### config.mk
export PLATFORM = sky130hd
export DESIGN_NAME = sram_port_arbiter_flat
export DESIGN_NICKNAME = d
export VERILOG_FILES = /design/src/rtl/sram_port_arbiter_if.sv /design/src/rtl/sram_port_arbiter.sv /design/src/flat_wrapper.sv
export SDC_FILE = /design/constraint.sdc
export NUM_CORES = 1
export LEC_CHECK = 0
export CELL_PAD_IN_SITES_DETAIL_PLACEMENT = 1
export CELL_PAD_IN_SITES_GLOBAL_PLACEMENT = 2
export CORE_AREA = 2 2 162 124
export CTS_CLUSTER_SIZE = 12
export DETAILED_ROUTE_END_ITERATION = 8
export DIE_AREA = 0 0 164 126
export PLACE_DENSITY_LB_ADDON = 0.1
export SLEW_MARGIN = 30
export SYNTH_ARGS = -nofsm -noshare
export SYNTH_HDL_FRONTEND = slang
export SYNTH_SLANG_ARGS = --single-unit
export TNS_END_PERCENT = 5
### constraint.sdc
create_clock -name clk -period 5.4 [get_ports clk]
set_input_delay 1.62 -clock clk [delete_from_list [all_inputs] [get_ports clk]]
set_output_delay 1.62 -clock clk [all_outputs]
set_load 0.01 [all_outputs]
### src/rtl/sram_port_arbiter_if.sv
// Bundle of the fetch port, the data port and the shared SRAM-like bus port.
// The master modport is the arbiter's view; the slave modport is the core and bridge side.
interface sram_port_arbiter_if;
  logic        inst_req;
  logic [31:0] inst_addr;
  logic        inst_addr_ok;
  logic        inst_data_ok;
  logic [31:0] inst_rdata;
  logic        inst_cancel;

  logic        data_req;
  logic        data_wr;
  logic [1:0]  data_size;
  logic [3:0]  data_wstrb;
  logic [31:0] data_addr;
  logic [31:0] data_wdata;
  logic        data_addr_ok;
  logic        data_data_ok;
  logic [31:0] data_rdata;

  logic        req;
  logic        wr;
  logic [1:0]  size;
  logic [3:0]  wstrb;
  logic [31:0] addr;
  logic [31:0] wdata;
  logic        addr_ok;
  logic        data_ok;
  logic [31:0] rdata;

  modport master (
    input  inst_req, inst_addr, inst_cancel,
    input  data_req, data_wr, data_size, data_wstrb, data_addr, data_wdata,
    input  addr_ok, data_ok, rdata,
    output inst_addr_ok, inst_data_ok, inst_rdata,
    output data_addr_ok, data_data_ok, data_rdata,
    output req, wr, size, wstrb, addr, wdata
  );

  modport slave (
    output inst_req, inst_addr, inst_cancel,
    output data_req, data_wr, data_size, data_wstrb, data_addr, data_wdata,
    output addr_ok, data_ok, rdata,
    input  inst_addr_ok, inst_data_ok, inst_rdata,
    input  data_addr_ok, data_data_ok, data_rdata,
    input  req, wr, size, wstrb, addr, wdata
  );
endinterface

### src/rtl/sram_port_arbiter.sv
// Shares one SRAM-like bus between fetch and data masters, routing responses in order.
// Optional macro ARB_ROUND_ROBIN_EN: alternate priority on contention instead of data-first.
module sram_port_arbiter #(
  parameter int OUTSTANDING = 4
) (
  input logic                 clk,
  input logic                 reset,
  sram_port_arbiter_if.master bus
);

  localparam int PW = $clog2(OUTSTANDING);
  localparam int CW = PW + 1;
  localparam logic [CW-1:0] FULL = CW'(OUTSTANDING);

  localparam logic [1:0] IDLE   = 2'd0;
  localparam logic [1:0] HOLD_I = 2'd1;
  localparam logic [1:0] HOLD_D = 2'd2;

  localparam logic SRC_INST = 1'b0;
  localparam logic SRC_DATA = 1'b1;

  logic [1:0]             state, state_nxt;
  logic [CW-1:0]          count;
  logic [PW-1:0]          wr_ptr, rd_ptr;
  logic [OUTSTANDING-1:0] ent_src, ent_discard;
  logic                   cancel_sticky;
  logic                   grant_i, grant_d, pick_d;
  logic                   push, pop, head_src, head_discard;

`ifdef ARB_ROUND_ROBIN_EN
  logic last_data;
  assign pick_d = bus.data_req & (~bus.inst_req | ~last_data);
`else
  assign pick_d = bus.data_req;
`endif

  // NOTE: every always_comb output gets a default first so no latch is inferred.
  always_comb begin
    grant_i = 1'b0;
    grant_d = 1'b0;
    case (state)
      HOLD_I:  grant_i = 1'b1;
      HOLD_D:  grant_d = 1'b1;
      default: if (count < FULL) begin
        grant_d = pick_d;
        grant_i = bus.inst_req & ~pick_d;
      end
    endcase
  end

  assign push         = (grant_i | grant_d) & bus.addr_ok;
  assign pop          = bus.data_ok & (count != '0);
  assign head_src     = ent_src[rd_ptr];
  assign head_discard = ent_discard[rd_ptr];

  // A request accepted from IDLE never enters HOLD; after acceptance we return to
  // IDLE, which arbitrates combinationally so back-to-back issue is possible.
  always_comb begin
    state_nxt = state;
    if (state == IDLE) begin
      if ((grant_i | grant_d) & ~bus.addr_ok)
        state_nxt = grant_d ? HOLD_D : HOLD_I;
    end else if (bus.addr_ok) begin
      state_nxt = IDLE;
    end
  end

  // All outputs are forced low while reset is asserted.
  always_comb begin
    bus.req          = 1'b0;
    bus.wr           = 1'b0;
    bus.size         = 2'd0;
    bus.wstrb        = 4'd0;
    bus.addr         = 32'd0;
    bus.wdata        = 32'd0;
    bus.inst_addr_ok = 1'b0;
    bus.data_addr_ok = 1'b0;
    bus.inst_data_ok = 1'b0;
    bus.data_data_ok = 1'b0;
    bus.inst_rdata   = 32'd0;
    bus.data_rdata   = 32'd0;
    if (reset) begin
      bus.req          = grant_i | grant_d;
      bus.inst_addr_ok = bus.addr_ok & grant_i;
      bus.data_addr_ok = bus.addr_ok & grant_d;
      bus.inst_data_ok = pop & (head_src == SRC_INST) & ~head_discard & ~bus.inst_cancel;
      bus.data_data_ok = pop & (head_src == SRC_DATA);
      bus.inst_rdata   = bus.rdata;
      bus.data_rdata   = bus.rdata;
      if (grant_d) begin
        bus.wr    = bus.data_wr;
        bus.size  = bus.data_size;
        bus.wstrb = bus.data_wstrb;
        bus.addr  = bus.data_addr;
        bus.wdata = bus.data_wdata;
      end else if (grant_i) begin
        bus.size  = 2'd2;
        bus.addr  = bus.inst_addr;
      end
    end
  end

  // NOTE: sequential state uses non-blocking assignments so all flops update together.
  always_ff @(posedge clk or negedge reset) begin
    if (!reset) begin
      state         <= IDLE;
      count         <= '0;
      wr_ptr        <= '0;
      rd_ptr        <= '0;
      // NOTE: the tracking entries are a handful of flags, so they are reset
      // explicitly; stale discard bits must never survive a reset.
      ent_src       <= '0;
      ent_discard   <= '0;
      cancel_sticky <= 1'b0;
    end else begin
      state <= state_nxt;

      if (push & ~pop)      count <= count + 1'b1;
      else if (pop & ~push) count <= count - 1'b1;

      if (push) wr_ptr <= wr_ptr + 1'b1;
      if (pop)  rd_ptr <= rd_ptr + 1'b1;

      // Marking every fetch slot is harmless: free slots are rewritten on push.
      if (bus.inst_cancel) ent_discard <= ent_discard | ~ent_src;
      if (push) begin
        ent_src[wr_ptr]     <= grant_d;
        ent_discard[wr_ptr] <= grant_i & (bus.inst_cancel | cancel_sticky);
      end

      if (push & grant_i)
        cancel_sticky <= 1'b0;
      else if ((state == HOLD_I) & bus.inst_cancel)
        cancel_sticky <= 1'b1;
    end
  end

`ifdef ARB_ROUND_ROBIN_EN
  always_ff @(posedge clk or negedge reset) begin
    if (!reset)
      last_data <= 1'b0;
    else if ((state == IDLE) & (grant_i | grant_d))
      last_data <= grant_d;
  end
`endif

endmodule

### src/flat_wrapper.sv
// flat-port wrapper written by rule: the top's interface ports become plain ports
module sram_port_arbiter_flat 
#(
  parameter int OUTSTANDING = 4
)
  (clk, reset, bus_inst_req, bus_inst_addr, bus_inst_cancel, bus_data_req, bus_data_wr, bus_data_size, bus_data_wstrb, bus_data_addr, bus_data_wdata, bus_addr_ok, bus_data_ok, bus_rdata, bus_inst_addr_ok, bus_inst_data_ok, bus_inst_rdata, bus_data_addr_ok, bus_data_data_ok, bus_data_rdata, bus_req, bus_wr, bus_size, bus_wstrb, bus_addr, bus_wdata);
  sram_port_arbiter_if bus_i ();
  input logic clk;
  input logic reset;
  input wire logic [$bits(bus_i.inst_req)-1:0] bus_inst_req;
  input wire logic [$bits(bus_i.inst_addr)-1:0] bus_inst_addr;
  input wire logic [$bits(bus_i.inst_cancel)-1:0] bus_inst_cancel;
  input wire logic [$bits(bus_i.data_req)-1:0] bus_data_req;
  input wire logic [$bits(bus_i.data_wr)-1:0] bus_data_wr;
  input wire logic [$bits(bus_i.data_size)-1:0] bus_data_size;
  input wire logic [$bits(bus_i.data_wstrb)-1:0] bus_data_wstrb;
  input wire logic [$bits(bus_i.data_addr)-1:0] bus_data_addr;
  input wire logic [$bits(bus_i.data_wdata)-1:0] bus_data_wdata;
  input wire logic [$bits(bus_i.addr_ok)-1:0] bus_addr_ok;
  input wire logic [$bits(bus_i.data_ok)-1:0] bus_data_ok;
  input wire logic [$bits(bus_i.rdata)-1:0] bus_rdata;
  output wire logic [$bits(bus_i.inst_addr_ok)-1:0] bus_inst_addr_ok;
  output wire logic [$bits(bus_i.inst_data_ok)-1:0] bus_inst_data_ok;
  output wire logic [$bits(bus_i.inst_rdata)-1:0] bus_inst_rdata;
  output wire logic [$bits(bus_i.data_addr_ok)-1:0] bus_data_addr_ok;
  output wire logic [$bits(bus_i.data_data_ok)-1:0] bus_data_data_ok;
  output wire logic [$bits(bus_i.data_rdata)-1:0] bus_data_rdata;
  output wire logic [$bits(bus_i.req)-1:0] bus_req;
  output wire logic [$bits(bus_i.wr)-1:0] bus_wr;
  output wire logic [$bits(bus_i.size)-1:0] bus_size;
  output wire logic [$bits(bus_i.wstrb)-1:0] bus_wstrb;
  output wire logic [$bits(bus_i.addr)-1:0] bus_addr;
  output wire logic [$bits(bus_i.wdata)-1:0] bus_wdata;
  assign bus_i.inst_req = bus_inst_req;
  assign bus_i.inst_addr = bus_inst_addr;
  assign bus_i.inst_cancel = bus_inst_cancel;
  assign bus_i.data_req = bus_data_req;
  assign bus_i.data_wr = bus_data_wr;
  assign bus_i.data_size = bus_data_size;
  assign bus_i.data_wstrb = bus_data_wstrb;
  assign bus_i.data_addr = bus_data_addr;
  assign bus_i.data_wdata = bus_data_wdata;
  assign bus_i.addr_ok = bus_addr_ok;
  assign bus_i.data_ok = bus_data_ok;
  assign bus_i.rdata = bus_rdata;
  assign bus_inst_addr_ok = bus_i.inst_addr_ok;
  assign bus_inst_data_ok = bus_i.inst_data_ok;
  assign bus_inst_rdata = bus_i.inst_rdata;
  assign bus_data_addr_ok = bus_i.data_addr_ok;
  assign bus_data_data_ok = bus_i.data_data_ok;
  assign bus_data_rdata = bus_i.data_rdata;
  assign bus_req = bus_i.req;
  assign bus_wr = bus_i.wr;
  assign bus_size = bus_i.size;
  assign bus_wstrb = bus_i.wstrb;
  assign bus_addr = bus_i.addr;
  assign bus_wdata = bus_i.wdata;
  sram_port_arbiter #(.OUTSTANDING(OUTSTANDING)) u_core (.clk(clk), .reset(reset), .bus(bus_i));
endmodule
==> summary.md, run 1 <==
| Metric | Value |
|---|---|
| Status | `finished clean` |
| Internal power | `around 0.00089 W` |
| Critical path endpoint category | `output pin` |
| Pleak | `~2.1 nW` |
| H-tree levels | `1` |
| Gr usage total | `approximately an eighth` |
| Core area | `approximately 19000 sq um` |
| Port-buffer cells | `~280` |
| Comb power frac | `between 70 and 80%` |
| Num rows | `44` |
| I/O pin count | `around 280` |
| Crit path largest cell delay | `0.57 ns` |
| Antenna-violating nets left | `0` |
| CTS root buffer | `clkbuf_16` |
| Number of global-route vias before repair | `slightly above 3000` |
| Grt ovf | `0` |
| CP arrival | `roughly 3.5 ns` |
| Layout Skew | `about 0.0039 ns` |
| CTS resizes | `0` |
| Most Crowded Layer GR | `met2` |
| GPL Wtd Cong | `0.754` |
| Clock latency on the worst-skew pair | `between 0.2 and 0.3 ns` |
| Critical Path RT | `around 3.8 ns` |
| Max Slew Vio Count | `0` |
| PD cells | `300 nW/um^2` |
| Met3 usage | `roughly 2.1%` |
| Initial antenna violation count | `0` |
| # diodes | `0` |
| Chip width | `about 160 um` |
| DRT iter0 DRCs | `93` |
| Drt pass-1 iters | `4` |
| DR vias | `about 3000` |
| Worst vdd ir | `~0.16 mV` |
| Number of remaining DRC errors | `0` |
| Clk pin slew, worst setup/hold paths | `approximately 0.050 ns` |
| Net load switching power | `~0.00068 W` |
| EDFF count, synth | `0` |
| NumNets Final | `between 700 and 800` |
| Maxcap violations | `0` |
| Final setup fails | `0` |
| Largest delay share family, worst path | `buffers and inverters` |
| Placed Instance Area | `around 5200 sq um` |
| WP buf/inv | `3` |
| Post-Syn Area | `between 2000 and 2500 sq um` |
| Slowest cell on the critical path | `clkdlybuf4s50_1` |
| Hold Crit Class | `reg -> reg` |
| Total power | `around 0.0016 W` |
| Final instance area | `about 5200 sq um` |
| Layout cell share with drive strength beyond 1 | `3.57%` |
| Sw frac | `roughly 43%` |
| TNS Setup | `0 ns` |
| Inst Count DP | `811` |
| WS Path Type | `in -> out` |
| Sequential share of the synthesized area | `between 15 and 20%` |
| Min Tclk post-route | `just over 5 ns` |
| Max Root-Sink Buffers | `2` |
| Unique masters post-synth | `31` |
| Hold buffers post-CTS | `0` |
| Ys flop type | `dfrtp_1` |
| Post-Layout Cell Count | `between 800 and 900` |
| Total number of yosys warnings | `0` |
| Clock network fraction of total power | `9.3%` |
| Max Fclk | `approximately 190 MHz` |
| Final Hold Fails | `0` |
| Die area | `20700 sq um` |
| Fill count | `2254` |
| Area growth syn-to-layout | `132%` |
| Sequential power share | `approximately 16%` |
| Detailed Place HPWL | `~12 mm` |
| Wire per inst | `about 17 um` |
| DIE HEIGHT | `126 um` |
| Async S/R FF share, synth | `100%` |
| Routed Wire Length | `between 10 and 15 mm` |
| Met2 GRT Util | `a little under a quarter` |
| Clock sinks | `18` |
| Syn nets | `around 470` |
| Slew Limit Headroom | `a little over half` |
| CTS tree | `done` |
| Most common cell type on the critical path | `clkdlybuf4s50_1` |
| Startpoint Class | `input port` |
| Largest net degree at the start of global routing | `52` |
| Syn_area_per_cell | `about 7.0 sq um` |
| Synth Register Bits | `18` |
| Crit path cell chain | `clkdlybuf4s50_1 -> nand2b_1 -> o21ai_4 -> buf_12 -> nand2_1 -> a21oi_1 -> clkdlybuf4s50_1` |
| RSZ-0062 raised after global routing | `false` |
| Mapped Cells | `323` |
| Crit share post-route | `roughly 96%` |
| Via density | `between 3 and 4` |
| M1 GR Usage | `around 15%` |
| Setup repair bufs after CTS | `0` |
| TritonCTS Buffers | `3` |
| First-pass GRT wire length | `between 15 and 20 mm` |
| Fin util | `a little over a quarter` |
| Worst slew pin tran | `slightly below 0.7 ns` |
| Initial Util | `11.8%` |
| Max FO, Critical Path | `30` |
## state kept, by name (all words and copies together), names as in the netlist
register,flops
u_core.cancel_sticky,1
u_core.ent_discard,4
u_core.rd_ptr,2
u_core.ent_src,4
u_core.wr_ptr,2
u_core.state,2
u_core.count,3
## worst register-to-register path, stage by stage (launching register included)
cell and delay [ns]:
dfrtp_1 0.39, inv_1 0.08, ha_1 0.40, o31ai_2 0.30
buf_4 0.16, nand2_1 0.14, inv_1 0.10, ha_1 0.17
inv_1 0.06, fa_1 0.37, xor2_1 0.15, nor2_1 0.11
xor2_1 0.14
## synthesized netlist by cell type, types with 4 or more instances
library cell,number,area (sq um)
clkbuf_1,12,45.0
mux2i_1,5,50.1
ha_1,8,100
buf_2,9,45.0
nand2_1,75,282
dfrtp_1,18,450
inv_1,13,48.8
o22ai_1,4,25.0
buf_4,33,248
and3_1,41,257
a21oi_1,39,195
and2_1,32,200
nor2_1,8,30.0
## power by group through the flow
stage / Combinational (W) / Sequential (W) / Clock (W)
5_1_grt: 0.00128 / 0.000266 / 0.000157
6_report: 0.00117 / 0.000256 / 0.000146
3_3_place_gp: 0.00118 / 0.000257 / 0
3_5_place_dp: 0.00120 / 0.000260 / 0
4_1_cts: 0.00120 / 0.000258 / 0.000153
2_1_floorplan: 0.000617 / 0.000234 / 0
## metal layers
layer	wire, um	share of wire [%]	vias up
met2	7440	53	100
met5	0	0	-
met4	14	0.099	0
li1	-	-	1511
met3	861	6.1	2
met1	5810	41	1431
## per-stage QoR
stage	worst slack, ns	hold WS (ns)
global placement	0.193	0.509
floorplan	1.33	0.481
CTS	0.206	0.535
global route	0.0948	0.558
detailed placement	0.211	0.522
finish	0.241	0.527
## cell usage in the layout (no fill, tap or decap), types with 2 or more instances in the layout
cell / instances
mux4_2: 2
buf_12: 5
clkbuf_16: 3
ha_1: 8
and2_1: 32
and3_1: 41
inv_1: 13
a22o_1: 2
xnor2_1: 3
xor2_1: 3
o22ai_1: 4
nand2_1: 75
dfrtp_1: 18
mux2i_1: 5
nor2_1: 8
clkdlybuf4s50_1: 280
a21oi_1: 39
buf_4: 5
o31a_1: 2
## final timing paths
path	startpoint	endpoint	slack [ns]	depth (start not counted)
min	u_core.rd_ptr[1]	u_core.rd_ptr[1]	0.53	1
min reg2reg	u_core.rd_ptr[1]	u_core.rd_ptr[1]	0.53	1
max	bus_data_req	bus_addr[1]	0.24	7
min in group asynchronous	reset	u_core.count[0]	1.23	1
max reg2reg	u_core.state[0]	u_core.count[2]	2.75	12
max in group asynchronous	reset	u_core.state[0]	3.69	2
## cell families after synthesis
family,count (synthesis),synth area share (%)
adder cells (fa/ha/maj),9,5.32
XOR/XNOR,6,2.33
flip-flops,18,20.0
multiplexers,9,5.21
AO/OA/AOI/OAI,54,14.4
buffers and inverters,69,18.1
AND/OR/NAND/NOR,158,34.6
## area by class of cell
class / instances / area (sq um) / share of cell area, %
multi-input cells: 236 / 1400 / 26.7
flip-flops and latches: 18 / 450 / 8.61
inverters: 13 / 48.8 / 0.933
clock buffers: 3 / 75.1 / 1.43
well taps: 253 / 317 / 6.05
repair buffers: 291 / 2950 / 56.3
Note: power is estimated with default switching activity, not from simulation.
==> inputs of run 2 (changes only) <==
- CELL_PAD_IN_SITES_GLOBAL_PLACEMENT: 2 -> 1
- CORE_AREA: 2 2 162 124 -> 2 2 137 105
- DIE_AREA: 0 0 164 126 -> 0 0 139 107
==> run 2 against run 1 <==
Worst hold slack improved by 0.0055 ns. Sequential power up 2%. Register-to-register slack worse by 0.04 ns. Global-route usage rose by 3.6 points. Final cell count decreased by 9.6%. Clock-buffer cell count up 1. Setup slack worse by 0.014 ns. Via count up 1.0%. Clock power increased by 14%. Fmax decreased by 0.27%.
==> summary.md, run 2 (synthesized netlist as in run 1, its figures left out) <==
| Metric | Value |
|---|---|
| Critical Path RT | `3.78 ns (about the same)` |
| Hold buffers post-CTS | `0 (unchanged)` |
| Initial Util | `16.7% (+4.9 points)` |
| Worst R2R Setup Slack | `2.71 ns (-0.04 ns)` |
| Status | `finished clean` |
| Most frequent cells in the layout | `clkdlybuf4s50_1, nand2_1, and3_1` |
| Routed Wire Length | `12.8 mm (-9.3%)` |
| H-tree levels | `1 (unchanged)` |
| Hold Crit Class | `reg -> reg` |
| Max Root-Sink Buffers | `2 (unchanged)` |
| CTS tree | `done` |
| Die area | `14900 sq um (-28%)` |
| Port-buffer cells | `281 (unchanged)` |
| CTS resizes | `0 (unchanged)` |
| Setup repair bufs after CTS | `0 (unchanged)` |
| DIE HEIGHT | `107 um (-15%)` |
| Layout Skew | `0.00433 ns (+0.000458 ns)` |
| First-pass GRT wire length | `19.1 mm (-3.1%)` |
| Maxcap violations | `0 (unchanged)` |
| Most common cell after layout, fill and taps aside | `clkdlybuf4s50_1` |
| Clk pin slew, worst setup/hold paths | `0.05 ns (about the same)` |
| GPL Wtd Cong | `0.835 (+11%)` |
| TNS Setup | `0 ns (unchanged)` |
| Pleak | `2.13 nW (-0.28%)` |
| Grt ovf | `0 (unchanged)` |
| Slew Limit Headroom | `67.6% (+13 points)` |
| Drt pass-1 iters | `4 (unchanged)` |
| # diodes | `0 (unchanged)` |
| Reg2reg end | `u_core.count[2]` |
| Gr usage total | `16.0% (+3.6 points)` |
| Initial antenna violation count | `0 (unchanged)` |
| Biggest regs | `u_core.ent_discard x4, u_core.ent_src x4, u_core.count x3` |
| I/O pin count | `282 (unchanged)` |
| WS Path Type | `in -> out` |
| NumNets Final | `713 (-0.14%)` |
| Clock latency on the worst-skew pair | `0.25 ns (about the same)` |
| Chip width | `139 um (-15%)` |
| Startpoint Class | `input port` |
| RSZ-0062 raised after global routing | `false` |
| Number of global-route vias before repair | `3249 (+7.0%)` |
| Layout cell share with drive strength beyond 1 | `3.57% (unchanged)` |
| Fin util | `37.8% (+10 points)` |
| Core area | `13500 sq um (-29%)` |
| CTS root buffer | `clkbuf_16` |
| Final Hold Fails | `0 (unchanged)` |
| TritonCTS Buffers | `3 (unchanged)` |
| PD cells | `305 nW/um^2 (+1.5%)` |
| Detailed Place HPWL | `10.6 mm (-11%)` |
| Worst slew pin tran | `0.481 ns (-0.194 ns)` |
| Worst reg2reg path startpoint | `u_core.state[0]` |
| DR vias | `3075 (+1.0%)` |
| Wire per inst | `17.4 um (+0.26%)` |
| Worst setup path startpoint | `bus_data_req` |
| Critical path endpoint category | `output pin` |
| Worst vdd ir | `0.186 mV (+15%)` |
| Hold Startpoint | `u_core.ent_discard[3]` |
| Area growth syn-to-layout | `127%` |
| Via density | `4.18 (+12%)` |
| CP arrival | `3.55 ns (about the same)` |
| Min Tclk post-route | `5.17 ns (+0.0139 ns)` |
| Largest net degree at the start of global routing | `64 (+23%)` |
| WHS Path Cells | `2 (+1)` |
| Max Slew Vio Count | `0 (unchanged)` |
| DRT iter0 DRCs | `117 (+26%)` |
| Crit share post-route | `95.8% (+0.26 points)` |
| Antenna-violating nets left | `0 (unchanged)` |
| CP endpoint | `bus_addr[11]` |
| Number of remaining DRC errors | `0 (unchanged)` |
| Num rows | `37 (-16%)` |
| Final setup fails | `0 (unchanged)` |
| Max FO, Critical Path | `63 (+110%)` |
| Reg2reg path depth | `12 (unchanged)` |
| Max Fclk | `193 MHz (-0.27%)` |
| Clock sinks | `18 (unchanged)` |
==> run 2: changes by cell type in the layout (fill, tap and decap cells not counted), sizes merged <==
cell,delta
buf,-1
clkbuf,+1
==> run 2: critical path: stages <==
cell,delay [ns]
clkdlybuf4s50_1,0.52
nand2b_1,0.12
o21ai_4,0.17
buf_12,0.27
nand2_1,0.08
a21oi_1,0.17
clkdlybuf4s50_1,0.59
==> run 2: power by group <==
group          switching (W)  leakage, nW  internal [W]  total, W
registers          0.0000640        0.207      0.000195  0.000260
clock network      0.0000544       0.0442      0.000113  0.000167
logic               0.000550         1.88      0.000582   0.00113
total               0.000668         2.13      0.000890   0.00156
==> run 2: final cells by class <==
type                            count  area, sq um
Clock buffer                        4         88.8
Fill cell                        1598         8400
Inverter                           13         48.8
Multi-Input combinational cell    236         1400
Sequential cell                    18          450
Tap cell                          175          219
Timing Repair Buffer              290         2910
==> run 2: worst min-delay path by stage <==
stage / endpoint / slack [ns]
after floorplan: u_core.rd_ptr[1] / 0.48
after detailed placement: u_core.ent_discard[3] / 0.52
after global placement: u_core.cancel_sticky / 0.50
after global routing: u_core.rd_ptr[1] / 0.57
final: u_core.ent_discard[3] / 0.53
after CTS: u_core.ent_discard[3] / 0.53
==> run 2: routing by layer <==
layer | global-route usage [%] | vias up | share of wire [%]
li1 | - | 1506 | -
met1 | 19.7 | 1429 | 42
met2 | 29.5 | 132 | 51
met3 | 3.97 | 8 | 6.5
met4 | 1.44 | 0 | 0.53
met5 | 0 | - | 0
==> run 2: per-stage QoR <==
stage	instance area [sq um]	total power (W)	setup slack [ns]	hold WS, ns	cells
final	5120	0.00156	0.227	0.533	736
after global routing	5120	0.00169	0.111	0.572	736
after CTS	5120	0.00158	0.232	0.529	736
after detailed placement	5030	0.00141	0.237	0.518	732
after global placement	5030	0.00139	0.257	0.502	732
after floorplan	2260	0.000851	1.33	0.481	323
==> inputs of run 3 (changes only) <==
- MAX_ROUTING_LAYER: not set -> met4
- SKIP_LAST_GASP: not set -> 1
==> run 3 against run 2 <==
Power shrank 0.13%. Fmax is essentially flat. Clock skew shrank 0.0016 ns. Final area is the same. Non-clock buffer count is the same. Wire length is the same. Worst hold slack lost 0.0024 ns. Sequential power is essentially flat. Critical path type unchanged.
==> summary.md, run 3 (synthesized netlist as in run 1, its figures left out) <==
| Metric | Value |
|---|---|
| Critical path endpoint category | `output pin` |
| Crit share post-route | `95.8% (about the same)` |
| Worst reg2reg path startpoint | `u_core.state[0]` |
| Num rows | `37 (unchanged)` |
| Area growth syn-to-layout | `127% (unchanged)` |
| Net load switching power | `0.000666 W (-0.30%)` |
| Total power | `0.00156 W (-0.13%)` |
| DRT iter0 DRCs | `122 (+4.3%)` |
| CTS root buffer | `clkbuf_16` |
| RSZ-0062 raised after global routing | `false` |
| Routed Wire Length | `12.8 mm (unchanged)` |
| DR vias | `3104 (+0.94%)` |
| First-pass GRT wire length | `19.1 mm (-0.11%)` |
| Clock network fraction of total power | `10.7% (about the same)` |
| TNS Setup | `0 ns (unchanged)` |
| Seq. cell area | `450 sq um (unchanged)` |
| Worst vdd ir | `0.186 mV (+0.17%)` |
| WHS Path Cells | `2 (unchanged)` |
| Most frequent cells in the layout | `clkdlybuf4s50_1, nand2_1, and3_1` |
| GPL Wtd Cong | `0.848 (+1.5%)` |
| Setup repair bufs after CTS | `0 (unchanged)` |
| Post-Layout Cell Count | `736 (unchanged)` |
| Max Slew Vio Count | `0 (unchanged)` |
| Worst slew pin tran | `0.480 ns (-0.000276 ns)` |
| Maxcap violations | `0 (unchanged)` |
| Comb power frac | `72.6% (about the same)` |
| Gr usage total | `16.5% (+0.46 points)` |
| Clock sinks | `18 (unchanged)` |
| # diodes | `0 (unchanged)` |
| Layout cell share with drive strength beyond 1 | `3.57% (unchanged)` |
| Hold Crit Class | `reg -> reg` |
| Hold buffers post-CTS | `0 (unchanged)` |
| Number of global-route vias before repair | `3253 (+0.12%)` |
| Initial antenna violation count | `0 (unchanged)` |
| Sw frac | `42.8% (-0.074 points)` |
| Grt ovf | `0 (unchanged)` |
| Min Tclk post-route | `5.17 ns (-0.00246 ns)` |
| Clk pin slew, worst setup/hold paths | `0.05 ns (about the same)` |
| H-tree levels | `1 (unchanged)` |
| CP arrival | `3.55 ns (about the same)` |
| Fill count | `1598 (unchanged)` |
| Final Hold Fails | `0 (unchanged)` |
| Multi-input logic area | `1400 sq um (unchanged)` |
| DIE HEIGHT | `107 um (unchanged)` |
| Sequential power share | `16.7% (about the same)` |
| Drt pass-1 iters | `4 (unchanged)` |
| Detailed Place HPWL | `10.6 mm (unchanged)` |
| Chip width | `139 um (unchanged)` |
| TritonCTS Buffers | `3 (unchanged)` |
| WS Path Type | `in -> out` |
| Hold Startpoint | `u_core.ent_discard[3]` |
| I/O pin count | `282 (unchanged)` |
| Wire per inst | `17.4 um (unchanged)` |
| Reg2reg end | `u_core.count[2]` |
| Die area | `14900 sq um (unchanged)` |
| CTS tree | `done` |
| Biggest regs | `u_core.ent_discard x4, u_core.ent_src x4, u_core.count x3` |
| Initial Util | `16.7% (unchanged)` |
| Layout Skew | `0.00270 ns (-0.00163 ns)` |
| Startpoint Class | `input port` |
| Max Root-Sink Buffers | `2 (unchanged)` |
| Antenna-violating nets left | `0 (unchanged)` |
| Internal power | `0.000890 W (about the same)` |
| Status | `finished clean` |
| Reg2reg path depth | `12 (unchanged)` |
| PD cells | `304 nW/um^2 (-0.13%)` |
| Worst R2R Setup Slack | `2.70 ns (about the same)` |
| Most common cell after layout, fill and taps aside | `clkdlybuf4s50_1` |
| Hold EP | `u_core.ent_discard[3]` |
| Max Fclk | `193 MHz (about the same)` |
| Core area | `13500 sq um (unchanged)` |
| NumNets Final | `713 (unchanged)` |
| Slew Limit Headroom | `67.6% (about the same)` |
| Max FO, Critical Path | `63 (unchanged)` |
| CTS resizes | `0 (unchanged)` |
| Port-buffer cells | `281 (unchanged)` |
| Critical Path RT | `3.78 ns (about the same)` |
| Number of remaining DRC errors | `0 (unchanged)` |
| Via density | `4.22 (+0.94%)` |
| Clock latency on the worst-skew pair | `0.25 ns (about the same)` |
| Pleak | `2.13 nW (unchanged)` |
| Largest net degree at the start of global routing | `64 (unchanged)` |
| Inst Count DP | `732 (unchanged)` |
| Final setup fails | `0 (unchanged)` |
[run 3: layout make-up]
class	count	area share, %
clock buffers	4	1.74
inverters	13	0.954
multi-input cells	236	27.3
flip-flops and latches	18	8.80
well taps	175	4.28
repair buffers	290	56.9
[run 3: worst max-delay path, stage by stage]
cell and delay [ns]:
clkdlybuf4s50_1 0.52, nand2b_1 0.12, o21ai_4 0.17, buf_12 0.27, nand2_1 0.08, a21oi_1 0.16, clkdlybuf4s50_1 0.59
[run 3: stage by stage]
stage	area, sq um	util (%)	hold slack (ns)	setup WS [ns]
after global routing	5120	37.8	0.572	0.111
final	5120	37.8	0.530	0.229
after detailed placement	5030	37.2	0.518	0.237
after CTS	5120	37.8	0.529	0.232
after floorplan	2260	-	0.481	1.33
after global placement	5030	37.2	0.502	0.257
[run 3: worst max-delay path by stage]
stage,startpoint,cells past startpoint,endpoint
3_3_place_gp,bus_data_req,7,bus_addr[11]
6_report,bus_data_req,7,bus_addr[11]
3_5_place_dp,bus_data_req,7,bus_addr[11]
4_1_cts,bus_data_req,7,bus_addr[11]
2_1_floorplan,bus_data_req,5,bus_addr[23]
5_1_grt,bus_data_req,7,bus_addr[9]
[run 3: power by group through the flow]
stage	registers, W	clock network (W)	logic, W
after CTS	0.000260	0.000171	0.00115
after global placement	0.000257	0	0.00113
final	0.000260	0.000166	0.00113
after floorplan	0.000234	0	0.000617
after detailed placement	0.000262	0	0.00114
after global routing	0.000269	0.000178	0.00124
[run 3: layer usage]
metal / vias up / global-route usage, % / part of all wire [%]
met2: 137 / 29.5 / 51
met1: 1454 / 20.0 / 42
met4: 0 / 1.44 / 0.54
met3: 8 / 3.53 / 6.4
met5: - / - / 0
li1: 1505 / - / -
